## src/rtl/sigmoid_pio_responder.sv

```systemverilog
// PIO responder: serves sig (PLAN sigmoid) and isig (sigmoid derivative) on a shared engine.
// Optional sticky overrun flag in bit 29 is built when SIGMOID_OVERRUN_EN is defined.
module sigmoid_pio_responder #(
  parameter int DATA_W   = 16,
  parameter int FRAC     = 12,
  parameter int MUL_ITER = 13
) (
  input  logic        clk_clk,
  input  logic        reset_reset,
  input  logic [31:0] sig_req_word,
  input  logic [31:0] isig_req_word,
  output logic [31:0] sig_rsp_word,
  output logic [31:0] isig_rsp_word
);

  localparam int ITER_W = $clog2(MUL_ITER + 1);

  localparam logic [DATA_W-1:0] ONE     = DATA_W'(2 ** FRAC);
  localparam logic [DATA_W-1:0] BP_SAT  = DATA_W'(5 * (2 ** FRAC));
  localparam logic [DATA_W-1:0] BP_HI   = DATA_W'(19 * (2 ** (FRAC - 3)));
  localparam logic [DATA_W-1:0] OFS_HI  = DATA_W'(27 * (2 ** (FRAC - 5)));
  localparam logic [DATA_W-1:0] OFS_MID = DATA_W'(5 * (2 ** (FRAC - 3)));
  localparam logic [DATA_W-1:0] OFS_LO  = DATA_W'(2 ** (FRAC - 1));
  localparam logic [DATA_W-1:0] X_MIN   = {1'b1, {(DATA_W-1){1'b0}}};
  localparam logic [DATA_W-1:0] X_MAX   = {1'b0, {(DATA_W-1){1'b1}}};

  localparam logic CH_SIG  = 1'b0;
  localparam logic CH_ISIG = 1'b1;

  typedef enum logic [1:0] {IDLE, PLAN, MUL, DONE} state_t;

  logic [1:0][31:0]       req_in;
  logic [1:0][31:0]       rsp_word;
  logic [1:0]             req_bit;
  logic [1:0][DATA_W-1:0] req_x;
  logic [1:0]             pending;
  logic [1:0]             ovr_bit;

  state_t                 state_reg;
  logic                   chan_reg;
  logic [DATA_W-1:0]      x_reg;
  logic [DATA_W-1:0]      y_reg;
  logic [2*DATA_W-1:0]    acc_reg;
  logic [2*DATA_W-1:0]    mcand_reg;
  logic [DATA_W-1:0]      mplier_reg;
  logic [ITER_W-1:0]      iter_reg;
  logic [1:0]             ack_reg;
  logic [1:0]             busy_reg;
  logic [1:0][DATA_W-1:0] result_reg;

  logic [DATA_W-1:0]      plan_a;
  logic [DATA_W-1:0]      plan_y_abs;
  logic [DATA_W-1:0]      plan_y;
  logic                   unused_acc;

`ifdef SIGMOID_OVERRUN_EN
  logic [1:0]             tog;
  logic [1:0]             ovr_reg;
  logic                   toggle_seen_reg;
  assign ovr_bit = ovr_reg;
`else
  assign ovr_bit = 2'b00;
`endif

  assign req_in        = {isig_req_word, sig_req_word};
  assign sig_rsp_word  = rsp_word[0];
  assign isig_rsp_word = rsp_word[1];

  genvar gi;
  generate
    for (gi = 0; gi < 2; gi++) begin : g_chan
      logic [31:0] req_q;
      logic        unused_req;

      always_ff @(posedge clk_clk) begin
        req_q <= req_in[gi];
      end

      assign req_bit[gi]  = req_q[31];
      assign req_x[gi]    = req_q[DATA_W-1:0];
      assign unused_req   = ^req_q[30:DATA_W];
      assign pending[gi]  = req_bit[gi] ^ ack_reg[gi];
      assign rsp_word[gi] = {ack_reg[gi], busy_reg[gi], ovr_bit[gi],
                             {(29-DATA_W){1'b0}}, result_reg[gi]};

`ifdef SIGMOID_OVERRUN_EN
      // Edge detect on the registered toggle bit, so every flip counts once.
      logic req_d_reg;
      always_ff @(posedge clk_clk) begin
        req_d_reg <= req_q[31];
      end
      assign tog[gi] = req_q[31] ^ req_d_reg;
`endif
    end
  endgenerate

  // Piecewise-linear sigmoid on |x|; the most negative input saturates like a large magnitude.
  always_comb begin
    plan_a = x_reg;
    if (x_reg == X_MIN) begin
      plan_a = X_MAX;
    end else if (x_reg[DATA_W-1]) begin
      plan_a = DATA_W'(0) - x_reg;
    end

    if (plan_a >= BP_SAT) begin
      plan_y_abs = ONE;
    end else if (plan_a >= BP_HI) begin
      plan_y_abs = (plan_a >> 5) + OFS_HI;
    end else if (plan_a >= ONE) begin
      plan_y_abs = (plan_a >> 3) + OFS_MID;
    end else begin
      plan_y_abs = (plan_a >> 2) + OFS_LO;
    end

    plan_y = x_reg[DATA_W-1] ? (ONE - plan_y_abs) : plan_y_abs;
  end

  assign unused_acc = ^{acc_reg[FRAC-1:0], acc_reg[2*DATA_W-1:FRAC+DATA_W]};

  always_ff @(posedge clk_clk) begin
    if (reset_reset) begin
      state_reg  <= IDLE;
      chan_reg   <= CH_SIG;
      x_reg      <= '0;
      y_reg      <= '0;
      acc_reg    <= '0;
      mcand_reg  <= '0;
      mplier_reg <= '0;
      iter_reg   <= '0;
      // Load acks from the live ports so a toggle left over from before reset is ignored.
      ack_reg    <= {isig_req_word[31], sig_req_word[31]};
      busy_reg   <= 2'b00;
      result_reg <= '0;
`ifdef SIGMOID_OVERRUN_EN
      ovr_reg         <= 2'b00;
      toggle_seen_reg <= 1'b0;
`endif
    end else begin
      case (state_reg)
        IDLE: begin
`ifdef SIGMOID_OVERRUN_EN
          toggle_seen_reg <= 1'b0;
`endif
          if (pending[0]) begin
            x_reg             <= req_x[0];
            chan_reg          <= CH_SIG;
            busy_reg[CH_SIG]  <= 1'b1;
            state_reg         <= PLAN;
          end else if (pending[1]) begin
            x_reg             <= req_x[1];
            chan_reg          <= CH_ISIG;
            busy_reg[CH_ISIG] <= 1'b1;
            state_reg         <= PLAN;
          end
        end

        PLAN: begin
          y_reg      <= plan_y;
          acc_reg    <= '0;
          mcand_reg  <= {{DATA_W{1'b0}}, plan_y};
          mplier_reg <= ONE - plan_y;
          iter_reg   <= '0;
          state_reg  <= (chan_reg == CH_ISIG) ? MUL : DONE;
        end

        MUL: begin
          if (mplier_reg[0]) begin
            acc_reg <= acc_reg + mcand_reg;
          end
          mcand_reg  <= mcand_reg << 1;
          mplier_reg <= mplier_reg >> 1;
          iter_reg   <= iter_reg + ITER_W'(1);
          if (iter_reg == ITER_W'(MUL_ITER - 1)) begin
            state_reg <= DONE;
          end
        end

        DONE: begin
          result_reg[chan_reg] <= (chan_reg == CH_ISIG) ? acc_reg[FRAC +: DATA_W] : y_reg;
          ack_reg[chan_reg]    <= req_bit[chan_reg];
          busy_reg[chan_reg]   <= 1'b0;
`ifdef SIGMOID_OVERRUN_EN
          if (!toggle_seen_reg && !tog[chan_reg]) begin
            ovr_reg[chan_reg] <= 1'b0;
          end
`endif
          state_reg <= IDLE;
        end

        default: state_reg <= IDLE;
      endcase

`ifdef SIGMOID_OVERRUN_EN
      // A flip while busy is an overrun; the setting wins over any clear in DONE.
      for (int ch = 0; ch < 2; ch++) begin
        if (busy_reg[ch] && tog[ch]) begin
          ovr_reg[ch] <= 1'b1;
        end
      end
      if (busy_reg[chan_reg] && tog[chan_reg]) begin
        toggle_seen_reg <= 1'b1;
      end
`endif
    end
  end

endmodule

```

## config.mk

```make
export PLATFORM = sky130hd
export DESIGN_NAME = sigmoid_pio_responder
export DESIGN_NICKNAME = d
export VERILOG_FILES = /design/src/rtl/sigmoid_pio_responder.sv
export SDC_FILE = /design/constraint.sdc
export NUM_CORES = 1
export LEC_CHECK = 0
export CAP_MARGIN = 20
export CORE_MARGIN = 1.5
export CORE_UTILIZATION = 56
export DETAILED_ROUTE_END_ITERATION = 10
export HOLD_SLACK_MARGIN = 0.03
export PLACE_DENSITY = 0.79
export SKIP_LAST_GASP = 1
export SLEW_MARGIN = 20
export SYNTH_ARGS = -nofsm -noshare
export SYNTH_HDL_FRONTEND = slang
export SYNTH_SLANG_ARGS = --single-unit
```

## constraint.sdc

```tcl
create_clock -name clk_clk -period 8.5 [get_ports clk_clk]
set_input_delay 1.7 -clock clk_clk [delete_from_list [all_inputs] [get_ports clk_clk]]
set_output_delay 1.7 -clock clk_clk [all_outputs]
set_load 0.02 [all_outputs]
```

Yosys cells after proc, flatten, opt, wreduce, memory -nomap -nowiden
Cells that the tools add are included.

Output and inout bits: 64. Logic and storage cells: 88. Latch bits: 0. Bits in read-only memories: 0. Flip-flop bits (word level): 219. Memories: 0. Input port bits: 66. RAM bits: 0.

Mux-type cells: 34. Bitwise logic cells: 4. Equal/unequal tests: 11. Divide/modulo/power cells: 0. $lt $le $gt $ge: 5. Shift operators: 0. Reductions and logical operators: 11. Add/subtract/negate cells: 8. $mul: 0.

Operators by type and width (number): 2-to-1 mux 16 bit (9); one-hot mux 32 bit (2 select lines) (2); adder 32 bit (1); bitwise mux 32 bit (1); 2-to-1 mux 32 bit (1); one-hot mux 16 bit (2 select lines) (1); subtractor 13 x 16 -> 16 bit (first input constant) (2); demux 16 bit (select 1 bit) (1); == test 16 bit (second input constant) (1); >= comparator 16 x 13 -> 1 bit (second input constant) (1); >= comparator 16 x 14 -> 1 bit (second input constant) (1); >= comparator 16 x 15 -> 1 bit (second input constant) (1); subtractor 1 x 16 -> 16 bit (first input constant) (1); adder 14 x 12 -> 15 bit (second input constant) (1); 2-to-1 mux 15 bit (1); adder 13 x 12 -> 14 bit (second input constant) (1); adder 11 x 12 -> 13 bit (second input constant) (1); 2-to-1 mux 2 bit (5); inequality test 2 bit (second input constant) (5); 2-to-1 mux 1 bit (8); one-hot mux 2 bit (4 select lines) (1); one-hot mux 4 bit (2 select lines) (1); AND reduction 2 bit (4); nonzero test 2 bit (4); 16 further kinds (18).

Logic depth before layout (Yosys ltp)
Depth in word-level cells: 11. Gate-level depth with buffers: 28. Depth with buffers taken out: 26.

Least setup slack after synthesis
Ideal clock, no wire load.

Kind: reg-to-reg. From: register x_reg[0]. To: register mplier_reg[14]. Path buffers: 2. Cell stages (with the launch flop): 29. Arrival: 6.010 ns. Period minus slack after synthesis: 6.084 ns. Required time: 8.427 ns. Path slack: 2.416 ns. Path through: dfxtp_1 > buf_6 > inv_1 > ha_1 > or3b_4 > o41ai_2 > xor2_1 > and2_1 > inv_1 > ha_1 > nor4b_1 > nand3_1 > and3_1 > nand4b_1 > o31a_2 > buf_4 > mux2i_1 > nor2_1 > a211oi_1 > inv_1 > ha_1 > inv_1 > o221a_4 > and3b_2 > a211oi_4 > nor4b_4 > a31oi_1 > or4b_1 > o211ai_2.

Cells in the longest elaborated chain, start to end: 11.

RTL lines: from (decl) (RTL line 41) `logic [DATA_W-1:0] x_reg;`; from (signal assigned) (RTL line 146) `x_reg <= req_x[0];`; from (signal assigned) (RTL line 151) `x_reg <= req_x[1];`; subtractor 1 x 16 -> 16 bit (RTL line 103) `plan_a = DATA_W'(0) - x_reg;`; 2-to-1 mux 16 bit (RTL line 102) `end else if (x_reg[DATA_W-1]) begin`; 2-to-1 mux 16 bit * (RTL line 100) `if (x_reg == X_MIN) begin`; adder 14 x 12 -> 15 bit, or another cell as far along (RTL line 113) `plan_y_abs = (plan_a >> 2) + OFS_LO;`; 2-to-1 mux 15 bit (RTL line 110) `end else if (plan_a >= ONE) begin`; 2-to-1 mux 16 bit (RTL line 108) `end else if (plan_a >= BP_HI) begin`; 2-to-1 mux 16 bit * (RTL line 106) `if (plan_a >= BP_SAT) begin`; subtractor 13 x 16 -> 16 bit (RTL line 116) `plan_y = x_reg[DATA_W-1] ? (ONE - plan_y_abs) : plan_y_abs;`; 2-to-1 mux 16 bit * (RTL line 116); subtractor 13 x 16 -> 16 bit * (RTL line 162) `mplier_reg <= ONE - plan_y;`; one-hot mux 16 bit (2 select lines) * (RTL line 140) `case (state_reg)`; to (signal assigned) (RTL line 162); to (signal assigned) (RTL line 172) `mplier_reg <= mplier_reg >> 1;`; to (decl) (RTL line 45) `logic [DATA_W-1:0] mplier_reg;`.

Every way passes the cells marked *; elsewhere a longest branch is shown, timed or not. A chain may end at the register's enable or synchronous reset.

Worst setup path after layout
Ends and elaborated chain as after synthesis.

==> summary.md <==
| Metric | Value |
|---|---|
| Status | finished, final reports clean |
| Min-delay worst type | flip-flop to flip-flop |
| Commonest non-fill, non-tap cell in the layout | dfxtp_1 |
| Synth Area per Inst | approximately 8.4 um^2 |
| First-pass GRT wire length | 37.7 mm |
| Antenna diodes | 0 |
| Worst EP arrival | approximately 7.6 ns |
| P&R area growth vs syn | 12.8% |
| FMAX | 138 MHz |
| Commonest non-fill, non-tap cells in the layout | 179 x dfxtp_1, 162 x nand2_1, 139 x nor2_1, 91 x a21oi_1, 70 x clkdlybuf4s50_1 |
| WL final | between 20 and 25 mm |
| Hold Violations, Final | 0 |
| Clock tree sinks | approximately 180 |
| Nets | 1,341 |
| Clk slew on worst S/H paths | around 0.07 ns |
| Share of cells above drive strength 1 | between 7 and 8% |
| DRT Pass-1 Iters | 5 |
| Initial core utilization | 57.7% |
| Crit path to | mplier_reg[14] |
| Post-CTS setup buffers | 0 |
| Total CTS buffers | 17 |
| Max-slew violation count | 0 |
| Residual DRC count | 0 |
| Tot GR Track Use | 25.1% |
| Row Count | 48 |
| Final setup vio count | 0 |
| DR iter-0 viols | ~520 |
| RSZ-0062 raised after global routing | no |
| Post-synth EDFFs | 2 |
| Worst Setup End Kind | flip-flop |
| Reg2Reg Depth | 26 |
| Worst-Skew Late Latency | between 0.4 and 0.5 ns |
| Post-CTS resize count | 0 |
| Pin count of the biggest net entering global routing | between 70 and 80 |
| Critical path class | flip-flop to flip-flop |
| Wire per inst | between 15 and 20 um |
| DIE HEIGHT | between 100 and 150 um |
| Global route overflow | 0 |
| Sequential Area | approximately 3600 um^2 |
| Port Buffers | slightly above 70 |
| Max_slew headroom | between 30% and 40% |
| Reg2Reg Launch Point | x_reg[0] |
| Post-synthesis sequential area ratio | a little over a third |
| Bufs on Longest Clock Path | 2 |
| Area of the multi-input gates | about 5900 um^2 |
| Critical Path Source | x_reg[0] |
| Worst R2R End | mplier_reg[14] |
| Crit path required time | 8.85 ns |
| FILL cells | between 1,000 and 1,500 |
| Synth cell types | 98 |
| Routed vias | between 8,000 and 9,000 |
| Min Tclk post-route | approximately 7.3 ns |
| Synth Warn # | 0 |
| Dominant synthesized flop cell | dfxtp_1 |
| Startpoint types | flip-flop |
| Synthesized cell area | about 10,000 um^2 |
| Via density | between 5 and 6 |
| Clock Root Buffer | clkbuf_16 |
| Worst-margin pin slew | between 0.9 and 1 ns |
| CTS tree | built |
| Largest register FFs | 34 |
| Hold path cells | 2 |
| Total negative slack | 0 ns |
| Tcrit/Tclk final | roughly 85% |
| Post-synth ARST share | 0% |
| Total Die Area | 18,700 um^2 |
| I/O pin cnt | 130 |
| Detailed Place HPWL | approximately 16 mm |
| # H-tree levels | 4 |
| Core Area | around 17,000 um^2 |
| Synth Register Bits | approximately 180 |
| Final antenna-violating net count | 0 |
| Gate Count Post-Synth | 1,189 |
| Vias in the first global route | approximately 7,800 |
| Initial antenna violation count | 0 |
| GP Congestion | about 0.94 |
| Die W | ~140 um |
| Max-Cap Viols | 0 |
| Hold-fix buffer count after cts | 0 |
| Worst Path Max Fanout | 13 |
| Flop2flop setup slack | 1.23 ns |
| Worst clock skew | ~0.016 ns |
==> per-stage QoR <==
stage / instances / area, um^2 / util (%) / setup WS (ns) / hold WS, ns
final: 1467 / 11300 / 65.0 / 1.23 / 0.453
after global routing: 1467 / 11300 / 65.0 / 0.701 / 0.469
after CTS: 1467 / 11300 / 65.0 / 1.32 / 0.455
after detailed placement: 1435 / 10700 / 61.8 / 1.36 / 0.446
after global placement: 1435 / 10700 / 61.8 / 1.41 / 0.441
after floorplan: 1216 / 10100 / - / 2.42 / 0.431
==> cell type report <==
class | count | share of cell area (%)
clock buffers | 20 | 4.05
inverters | 26 | 0.865
repair buffers | 88 | 7.40
clock inverters | 12 | 0.920
flip-flops and latches | 181 | 32.3
multi-input cells | 915 | 52.0
well taps | 225 | 2.49
==> worst max-delay path, stage by stage, from the launching register on <==
cell and delay [ns]:
dfxtp_1 0.40, inv_1 0.09, ha_1 0.19, or3b_4 0.45
nor3_2 0.28, nand2_1 0.23, and2_1 0.26, inv_1 0.20
ha_1 0.24, nor4b_1 0.24, nand3_1 0.10, and3_1 0.19
nand4b_1 0.26, o31a_2 0.50, mux2i_1 0.20, nor2_1 0.06
a211oi_1 0.54, inv_1 0.18, ha_1 0.30, inv_1 0.17
o221a_4 0.29, and3b_2 0.24, a211oi_4 0.38, nor4b_4 0.36
a31oi_1 0.18, or4b_1 0.55, o211ai_2 0.07
==> metal layers <==
layer / global-route usage, % / vias up / wire length [um]
li1: - / 4251 / -
met1: 32.2 / 3949 / 10300
met2: 42.8 / 240 / 11200
met3: 4.11 / 32 / 946
met4: 8.69 / 0 / 419
met5: 0 / - / 0
==> worst min path at each step <==
| stage | from | end | slack, ns |
|---|---|---|---|
| 6_report | g_chan[1].req_q[7] | x_reg[7] | 0.45 |
| 5_1_grt | sig_rsp_word[8] | sig_rsp_word[8] | 0.47 |
| 4_1_cts | sig_rsp_word[8] | sig_rsp_word[8] | 0.46 |
| 3_5_place_dp | sig_rsp_word[8] | sig_rsp_word[8] | 0.45 |
| 3_3_place_gp | isig_rsp_word[5] | isig_rsp_word[5] | 0.44 |
| 2_1_floorplan | y_reg[0] | sig_rsp_word[0] | 0.43 |
==> cells by family after synthesis <==
| family | Yosys count | share of synthesized area, % |
|---|---|---|
| simple gates | 436 | 20.6 |
| compound gates | 301 | 21.1 |
| flops | 181 | 36.4 |
| buf+inv | 120 | 6.08 |
| xor+xnor | 55 | 4.89 |
| mux | 49 | 5.04 |
| fa+ha+maj | 46 | 5.83 |
| other cells | 1 | 0.0375 |
==> cells in the mapped netlist, drive strengths merged (5+ instances only) <==
cell | count | share of area [%]
or2 | 7 | 0.44
o31ai | 9 | 0.86
and3 | 8 | 0.50
mux2i | 44 | 4.4
a22oi | 24 | 1.8
a311oi | 22 | 1.9
o21ai | 38 | 1.9
nor4 | 8 | 0.75
o211ai | 12 | 1.1
nand2 | 163 | 6.2
o31a | 5 | 0.45
buf | 48 | 3.4
clkbuf | 46 | 1.7
ha | 45 | 5.6
or4 | 6 | 0.53
inv | 26 | 0.98
o21a | 5 | 0.38
a21o | 9 | 0.69
xor2 | 21 | 1.9
dfxtp | 179 | 36
nor3 | 16 | 0.90
or3 | 6 | 0.38
nand3 | 23 | 1.2
a21oi | 92 | 4.6
a211oi | 19 | 1.6
o22ai | 5 | 0.31
nor2 | 140 | 5.3
nor2b | 11 | 0.69
a22o | 5 | 0.54
nand2b | 15 | 0.94
and2 | 12 | 0.75
mux2 | 5 | 0.60
a31oi | 13 | 0.81
xnor2 | 34 | 3.0
Power is not shown: default switching activity piles up to over one toggle a cycle in this logic, so the estimate is an artifact.
